===== src/rtl/pipelined_cla_adder_if.sv =====
// Valid/ready streaming bundle for pipelined_cla_adder: operand beats in, result beats out.
interface pipelined_cla_adder_if #(
   parameter int WIDTH = 16
);
   logic             in_valid;
   logic             in_ready;
   logic [WIDTH-1:0] a;
   logic [WIDTH-1:0] b;
   logic             cin;
   logic             sub;
   logic             out_valid;
   logic             out_ready;
   logic [WIDTH-1:0] sum;
   logic             cout;
   logic             ovf;

   modport master (
      output in_valid, a, b, cin, sub, out_ready,
      input  in_ready, out_valid, sum, cout, ovf
   );

   modport slave (
      input  in_valid, a, b, cin, sub, out_ready,
      output in_ready, out_valid, sum, cout, ovf
   );
endinterface


===== src/rtl/pipelined_cla_adder.sv =====
// Pipelined carry-lookahead adder/subtractor: one GROUP-bit lookahead block per stage,
// group carry registered between stages, one global advance for the whole pipe.
module pipelined_cla_adder #(
   parameter int WIDTH = 16,
   parameter int GROUP = 4
) (
   input logic                  clk,
   input logic                  rst_n,
   pipelined_cla_adder_if.slave bus
);
   localparam int STAGES = WIDTH / GROUP;

   logic             w_advance;
   logic [WIDTH-1:0] w_bEff;
   logic             r_ovf;

   // Every carry is a flat sum of products of g/p/c0, so there is no ripple inside a group.
   function automatic logic [GROUP:0] lookahead(
      input logic [GROUP-1:0] g,
      input logic [GROUP-1:0] p,
      input logic             c0
   );
      logic [GROUP:0] c;
      logic           term;
      c    = '0;
      c[0] = c0;
      for (int i = 1; i <= GROUP; i++) begin
         term = c0;
         for (int j = 0; j < i; j++) term = term & p[j];
         c[i] = term;
         for (int j = 0; j < i; j++) begin
            term = g[j];
            for (int m = j + 1; m < i; m++) term = term & p[m];
            c[i] = c[i] | term;
         end
      end
      return c;
   endfunction

   assign w_bEff    = bus.sub ? ~bus.b : bus.b;
   assign w_advance = !gStage[STAGES-1].r_valid || bus.out_ready;

   genvar k;
   for (k = 0; k < STAGES; k++) begin : gStage
      localparam int FWD = WIDTH - (k + 1) * GROUP;

      logic [GROUP-1:0]       w_grpA;
      logic [GROUP-1:0]       w_grpB;
      logic                   w_carryIn;
      logic                   w_validIn;
      logic [GROUP-1:0]       w_g;
      logic [GROUP-1:0]       w_p;
      logic [GROUP:0]         w_c;
      logic [GROUP-1:0]       w_grpSum;
      logic [(k+1)*GROUP-1:0] w_sumNext;

      logic                   r_valid;
      logic                   r_carry;
      logic [(k+1)*GROUP-1:0] r_sum;

      if (k == 0) begin : gSrc
         assign w_grpA    = bus.a[GROUP-1:0];
         assign w_grpB    = w_bEff[GROUP-1:0];
         assign w_carryIn = bus.sub | bus.cin;
         assign w_validIn = bus.in_valid;
         assign w_sumNext = w_grpSum;
      end else begin : gSrc
         assign w_grpA    = gStage[k-1].gFwd.r_opA[GROUP-1:0];
         assign w_grpB    = gStage[k-1].gFwd.r_opB[GROUP-1:0];
         assign w_carryIn = gStage[k-1].r_carry;
         assign w_validIn = gStage[k-1].r_valid;
         assign w_sumNext = {w_grpSum, gStage[k-1].r_sum};
      end

      assign w_g      = w_grpA & w_grpB;
      assign w_p      = w_grpA ^ w_grpB;
      assign w_c      = lookahead(w_g, w_p, w_carryIn);
      assign w_grpSum = w_p ^ w_c[GROUP-1:0];

      always_ff @(posedge clk or negedge rst_n) begin
         if (!rst_n) begin
            r_valid <= 1'b0;
            r_carry <= 1'b0;
            r_sum   <= '0;
         end else if (w_advance) begin
            r_valid <= w_validIn;
            r_carry <= w_c[GROUP];
            r_sum   <= w_sumNext;
         end
      end

      // Operand bits of groups not yet resolved ride along unmodified with the beat.
      if (FWD > 0) begin : gFwd
         logic [FWD-1:0] w_fwdA;
         logic [FWD-1:0] w_fwdB;
         logic [FWD-1:0] r_opA;
         logic [FWD-1:0] r_opB;

         if (k == 0) begin : gTap
            assign w_fwdA = bus.a[WIDTH-1:GROUP];
            assign w_fwdB = w_bEff[WIDTH-1:GROUP];
         end else begin : gTap
            assign w_fwdA = gStage[k-1].gFwd.r_opA[FWD+GROUP-1:GROUP];
            assign w_fwdB = gStage[k-1].gFwd.r_opB[FWD+GROUP-1:GROUP];
         end

         always_ff @(posedge clk or negedge rst_n) begin
            if (!rst_n) begin
               r_opA <= '0;
               r_opB <= '0;
            end else if (w_advance) begin
               r_opA <= w_fwdA;
               r_opB <= w_fwdB;
            end
         end
      end
   end

   always_ff @(posedge clk or negedge rst_n) begin
      if (!rst_n) begin
         r_ovf <= 1'b0;
      end else if (w_advance) begin
         r_ovf <= gStage[STAGES-1].w_c[GROUP] ^ gStage[STAGES-1].w_c[GROUP-1];
      end
   end

   assign bus.in_ready  = w_advance;
   assign bus.out_valid = gStage[STAGES-1].r_valid;
   assign bus.sum       = gStage[STAGES-1].r_sum;
   assign bus.cout      = gStage[STAGES-1].r_carry;
   assign bus.ovf       = r_ovf;
endmodule


===== src/flat_wrapper.sv =====
// flat-port wrapper written by rule: the top's interface ports become plain ports
module pipelined_cla_adder_flat 
#(
   parameter int WIDTH = 16,
   parameter int GROUP = 4
)
  (clk, rst_n, bus_in_valid, bus_a, bus_b, bus_cin, bus_sub, bus_out_ready, bus_in_ready, bus_out_valid, bus_sum, bus_cout, bus_ovf);
  pipelined_cla_adder_if #(.WIDTH(WIDTH)) bus_i ();
  input logic clk;
  input logic rst_n;
  input wire logic [$bits(bus_i.in_valid)-1:0] bus_in_valid;
  input wire logic [$bits(bus_i.a)-1:0] bus_a;
  input wire logic [$bits(bus_i.b)-1:0] bus_b;
  input wire logic [$bits(bus_i.cin)-1:0] bus_cin;
  input wire logic [$bits(bus_i.sub)-1:0] bus_sub;
  input wire logic [$bits(bus_i.out_ready)-1:0] bus_out_ready;
  output wire logic [$bits(bus_i.in_ready)-1:0] bus_in_ready;
  output wire logic [$bits(bus_i.out_valid)-1:0] bus_out_valid;
  output wire logic [$bits(bus_i.sum)-1:0] bus_sum;
  output wire logic [$bits(bus_i.cout)-1:0] bus_cout;
  output wire logic [$bits(bus_i.ovf)-1:0] bus_ovf;
  assign bus_i.in_valid = bus_in_valid;
  assign bus_i.a = bus_a;
  assign bus_i.b = bus_b;
  assign bus_i.cin = bus_cin;
  assign bus_i.sub = bus_sub;
  assign bus_i.out_ready = bus_out_ready;
  assign bus_in_ready = bus_i.in_ready;
  assign bus_out_valid = bus_i.out_valid;
  assign bus_sum = bus_i.sum;
  assign bus_cout = bus_i.cout;
  assign bus_ovf = bus_i.ovf;
  pipelined_cla_adder #(.WIDTH(WIDTH), .GROUP(GROUP)) u_core (.clk(clk), .rst_n(rst_n), .bus(bus_i));
endmodule

===== config.mk =====
export PLATFORM = sky130hd
export DESIGN_NAME = pipelined_cla_adder_flat
export DESIGN_NICKNAME = d
export VERILOG_FILES = /design/src/rtl/pipelined_cla_adder_if.sv /design/src/rtl/pipelined_cla_adder.sv /design/src/flat_wrapper.sv
export SDC_FILE = /design/constraint.sdc
export NUM_CORES = 1
export LEC_CHECK = 0
export ABC_AREA = 1
export BUFFER_PORTS_ARGS = -buffer_cell sky130_fd_sc_hd__buf_2
export CELL_PAD_IN_SITES_DETAIL_PLACEMENT = 0
export CELL_PAD_IN_SITES_GLOBAL_PLACEMENT = 1
export CORE_MARGIN = 2
export CORE_UTILIZATION = 39
export CTS_CLUSTER_SIZE = 12
export DETAILED_ROUTE_END_ITERATION = 8
export GPL_ROUTABILITY_DRIVEN = 0
export GPL_TIMING_DRIVEN = 1
export PLACE_DENSITY_LB_ADDON = 0.1
export SETUP_SLACK_MARGIN = 0.5
export SYNTH_ARGS = -nofsm -noshare
export SYNTH_HDL_FRONTEND = slang
export SYNTH_SLANG_ARGS = --single-unit

===== constraint.sdc =====
create_clock -name clk -period 1.6 [get_ports clk]
set_clock_uncertainty 0.05 [all_clocks]
set_input_delay 0 -clock clk [delete_from_list [all_inputs] [get_ports clk]]
set_output_delay 0 -clock clk [all_outputs]
set_load 0.01 [all_outputs]

## After elaboration in Yosys (flattened, before gate mapping)

Cells that the tools add are included.

| storage, ports and cells | value |
|---|---|
| flip-flop bits (word level) | 97 |
| word-level logic and storage cells | 117 |

| operators by class | value |
|---|---|
| mux-type cells | 1 |
| bitwise gates (word level) | 95 |
| reduce and logical (&&, ||, !) cells | 2 |

Operator list:

| operator | number |
|---|---|
| 1-bit bitwise OR | 41 |
| 1-bit bitwise AND | 40 |
| 4-bit bitwise XOR | 8 |
| 4-bit bitwise AND | 4 |
| 16-bit two-way mux | 1 |
| 16-bit NOT | 1 |
| 1-bit zero test | 1 |
| 1-bit logical OR | 1 |
| 1-bit bitwise XOR | 1 |

## Logic depth before layout (Yosys ltp)

| depth | value |
|---|---|
| depth after elaboration | 11 |
| gate-level depth with buffers | 14 |

## Worst setup path before layout

Ideal clock, no wire load.

| timing path | value |
|---|---|
| path type | input to register |
| from | input port bus_sub |
| to | register u_core.gStage[0].r_carry |
| arrival time | 1473 ps |
| required time | 1433 ps |
| path slack | -40 ps |
| stages on the path | 14 |
| path buffers | 2 |
| cell sequence | buf_4 buf_6 xnor2_1 inv_1 ha_1 ha_1 nand2_1 nand3_1 nand2_1 nand2_1 nand2_1 nand2_1 nand2_1 nand2_1 |

| between the ends | value |
|---|---|
| word-level cells in the longest chain between the ends | 10 |
| elaborated cells between the ends (all ways) | 18 |

Ends and longest elaborated chain:

| what | RTL line | source |
|---|---|---|
| from (decl) | flat_wrapper.sv:15 | `input wire logic [$bits(bus_i.sub)-1:0] bus_sub;` |
| 16-bit two-way mux | pipelined_cla_adder.sv:40 | `assign w_bEff = bus.sub ? ~bus.b : bus.b;` |
| 4-bit bitwise XOR | pipelined_cla_adder.sv:76 | `assign w_p = w_grpA ^ w_grpB;` |
| 1-bit bitwise AND (4 in a row) | pipelined_cla_adder.sv:29 | `for (int j = 0; j < i; j++) term = term & p[j];` |
| 1-bit bitwise OR (3 in a row) | pipelined_cla_adder.sv:34 | `c[i] = c[i] \| term;` |
| 1-bit bitwise OR * | pipelined_cla_adder.sv:34 |  |
| to (signal assigned) | pipelined_cla_adder.sv:87 | `r_carry <= w_c[GROUP];` |
| to (decl) | pipelined_cla_adder.sv:58 | `logic r_carry;` |

Every way passes the cells marked *; elsewhere a longest branch is shown, timed or not.
A chain may end at the register's enable or synchronous reset.

## Worst setup path after layout

| timing path | value |
|---|---|
| from | register u_core.gStage[2].gFwd.r_opB[0] |
| to | register u_core.r_ovf, in the netlist u_core.bus.ovf |

| between the ends | value |
|---|---|
| word-level cells in the longest chain between the ends | 10 |
| elaborated cells between the ends (all ways) | 17 |

Ends and longest elaborated chain:

| what | RTL line | source |
|---|---|---|
| from (decl) | pipelined_cla_adder.sv:97 | `logic [FWD-1:0] r_opB;` |
| from (signal assigned) | pipelined_cla_adder.sv:113 | `r_opB <= w_fwdB;` |
| 4-bit bitwise XOR | pipelined_cla_adder.sv:76 |  |
| 1-bit bitwise AND (4 in a row) | pipelined_cla_adder.sv:29 |  |
| 1-bit bitwise OR (4 in a row) | pipelined_cla_adder.sv:34 |  |
| 1-bit bitwise XOR * | pipelined_cla_adder.sv:123 | `r_ovf <= gStage[STAGES-1].w_c[GROUP] ^ gStage[STAGES-1].w_c[GROUP-1];` |
| to (signal assigned) | pipelined_cla_adder.sv:123 |  |
| to (decl) | pipelined_cla_adder.sv:15 | `logic r_ovf;` |

Marked as above.

==> flow_summary.yaml <==
yosys:
  ys_types: 21
  syn_inst: 481
  synth-seq-area-share: 0.555
  synth_edf_count: 0
  ys.flop_type: "dfrtp_1"
  synth-warning-count: 0
  netlist_area_um2: 4370
  synth.area.top_cells: "dfrtp_1 56%, nand2_1 17%, ha_1 5.7%, o21ai_0 5.5%, xnor2_1 3.2%"
  post_synth.cell_area_avg_um2: 9.09
  syn_nets: 543
  ys_top_cells_by_count: "202 x nand2_1, 97 x dfrtp_1, 48 x o21ai_0"
  post-synth-top-area-cell: "dfrtp_1"
  synth_most_common_cell: "nand2_1"
  synth-async-reset-ratio: 1.00
  synth_seq_cells: 97
  synth.top_cell.area_share: 0.555
finish:
  area_growth_pct: 67.7
  final_layout_size_suffix_gt1_frac: 0.510
  nNetsFinal: 684
  final_area_um2: 7330
  final_core_util: 0.673
  fillers: 780
  diodes: 0
floorplanning:
  start_util: 0.402
  row_count: 38
  die_h_um: 110
  dieArea_um2: 12100
  io_pins: 58
  core_um2: 10900
  die_w_um: 110
drt:
  dr.pass1.iters: 4
  dr_total_vias: 3659
  postRouteAntennaNets: 0
  drtIter0Drc: 143
  wl_um: 12700
  drc: 0
  routedWlPerCell_um: 16.6
  via_per_inst: 4.77
critical_path:
  critPathLaunchType: "flip-flop"
  arrival_ps: 1800
  cp_max_fo: 4
  crit_end: "u_core.bus.ovf"
  criticalPathCategory: "flip-flop to flip-flop"
  reg2reg_slack_ps: 9
  required_ps: 1810
  ff2ff_path_depth: 10
  reg2reg_to: "u_core.bus.ovf"
  worstSetupStartpoint: "u_core.gStage[2].gFwd.r_opB[0]"
  endpoint_kind: "flip-flop"
  reg2reg_from: "u_core.gStage[2].gFwd.r_opB[0]"
pwr:
  pwr-share-seq: 0.331
  ir_worst_vdd_mv: 0.734
  p_sw_w: 0.00526
  p_per_area_nw_per_um2: 1840
  power_switching_share: 0.390
  clkPwrFrac: 0.136
  p_leak_nw: 3.75
  internal_power_w: 0.00822
  combPwrFrac: 0.533
sta:
  fin_crit_ps: 1590
  fmax_mhz: 628
  grt_setup_unrepaired: "yes"
  setup_viol: 0
  hold_violations: 1
  hold_ws_ps: -6.60
  slew_viol_final: 0
  tns_ps: 0
  max_slew_margin: 0.663
  period_share: 0.994
  worstMarginPinSlew_ps: 505
run_status:
  status: "finished, violations left"
  violations: "negative hold slack"
clocking:
  clockBufferDepth: 2
  cts.clk_slew.worst_paths_ps: 100
  h-tree-depth: 3
  cts-buffers-inserted: 9
  clock-sinks: 97
  cts_root_buffer: "clkbuf_8"
  cts_tree: "yes"
  clk-insertion-delay-late_ps: 370
place:
  hpwl_um: 5750
  dpl-instance-area_um2: 4910
  port_buffers: 57
run:
  max_cap_violations: 0
grt:
  antenna_found_initial: 0
  grt_pass1_vias: 3749
  grt_max_degree: 43
  gr-total-overflow: 0
  grtUsageTotal: 0.225
  grt_pass1_wl_um: 19900
min_path:
  hold_path_class: "input port to flip-flop"
## power groups by stage
stage               Clock (W)  Sequential [W]  Combinational (W)
finish                0.00183         0.00447            0.00719
global route          0.00197         0.00459            0.00780
CTS                   0.00184         0.00426            0.00634
detailed placement          0         0.00417            0.00359
global placement            0         0.00413            0.00354
floorplan                   0         0.00416            0.00252
## per-layer routing
layer / routed length (um) / share of wire / GRT usage / vias to the layer above
met5: 0 / 0 / 0 / -
met4: 336 / 0.026 / 0.112 / 0
met3: 377 / 0.030 / 0.0320 / 24
met2: 6500 / 0.51 / 0.383 / 63
met1: 5520 / 0.43 / 0.280 / 1770
li1: - / - / - / 1802
## layout make-up
type	instances	area, um2	share of cell area
Clock buffer	10	138	0.0188
Clock inverter	6	90.1	0.0123
Inverter	33	131	0.0179
Multi-Input combinational cell	329	2450	0.334
Sequential cell	97	2430	0.331
Tap cell	140	175	0.0239
Timing Repair Buffer	152	1920	0.262
## repair_timing
item,in CTS,in global routing
gates resized for setup,186,127
hold buffers,26,0
endpoints found under the setup margin,98,98
gates cloned,27,0
endpoints found under the hold margin,123,0
pin swaps,34,33
setup buffers,25,2
## sequential cells by signal, indices dropped and copies added (netlist names)
name                      cells
u_core.bus.cout               1
u_core.bus.ovf                1
u_core.gStage.r_sum          24
u_core.gStage.r_carry         3
u_core.gStage.gFwd.r_opB     24
u_core.gStage.r_valid         3
u_core.bus.sum               16
u_core.gStage.gFwd.r_opA     24
u_core.bus.out_valid          1
## worst min path at each step
stage / depth (start not counted) / end / startpoint / slack (ps)
5_1_grt: 4 / u_core.gStage[0].r_sum[2] / bus_a[2] / -0.4
2_1_floorplan: 0 / u_core.bus.cout / rst_n / -350
3_5_place_dp: 1 / u_core.gStage[2].r_sum[2] / rst_n / -50
3_3_place_gp: 1 / u_core.gStage[2].r_sum[2] / rst_n / -50
4_1_cts: 4 / u_core.gStage[0].r_sum[2] / bus_a[2] / -10
6_report: 4 / u_core.gStage[0].r_sum[2] / bus_a[2] / -7
## through the flow
stage               std cells  setup WS, ps  total power (W)
floorplan                 481          80.5          0.00668
global placement          671          54.4          0.00767
detailed placement        671          29.6          0.00776
CTS                       765          50.6           0.0124
global route              767         -81.0           0.0144
finish                    767          8.88           0.0135
## cells in the final DEF (no fill, tap or decap), drive strengths merged
| master | netlist | layout |
|---|---|---|
| nor2 | 11 | 11 |
| ha | 20 | 20 |
| clkbuf | 6 | 10 |
| nand3 | 11 | 11 |
| xor2 | 4 | 4 |
| a21oi | 2 | 2 |
| o21ai | 53 | 53 |
| buf | 16 | 126 |
| inv | 33 | 34 |
| xnor2 | 16 | 16 |
| nand2 | 202 | 202 |
| nand3b | 2 | 2 |
| clkinv | 0 | 2 |
| dlygate4sd3 | 0 | 26 |
| bufinv | 0 | 2 |
| clkinvlp | 0 | 1 |
| nand4 | 3 | 3 |
| dfrtp | 97 | 97 |
| fa | 4 | 4 |
| or2 | 1 | 1 |
## worst max-delay path, cell delays in order (launching register included)
cell	delay (ps)
dfrtp_1	400
ha_1	300
ha_2	190
nand2_1	60
nand3b_1	120
nand2_2	120
nand2_2	60
nand2_1	50
nand2_1	40
nand2_1	50
nand2_1	40
## logic make-up (layout without fill, tap and decap cells)
group | count (synthesis) | after routing | share of synthesized area
AND/OR/NAND/NOR | 230 | 230 | 0.206
adder cells (fa/ha/maj) | 24 | 24 | 0.0755
flip-flops | 97 | 97 | 0.555
XOR/XNOR | 20 | 20 | 0.0401
buffers and inverters | 55 | 201 | 0.0601
AO/OA/AOI/OAI | 55 | 55 | 0.0629
No activity file was read; power rests on OpenSTA's default activity.
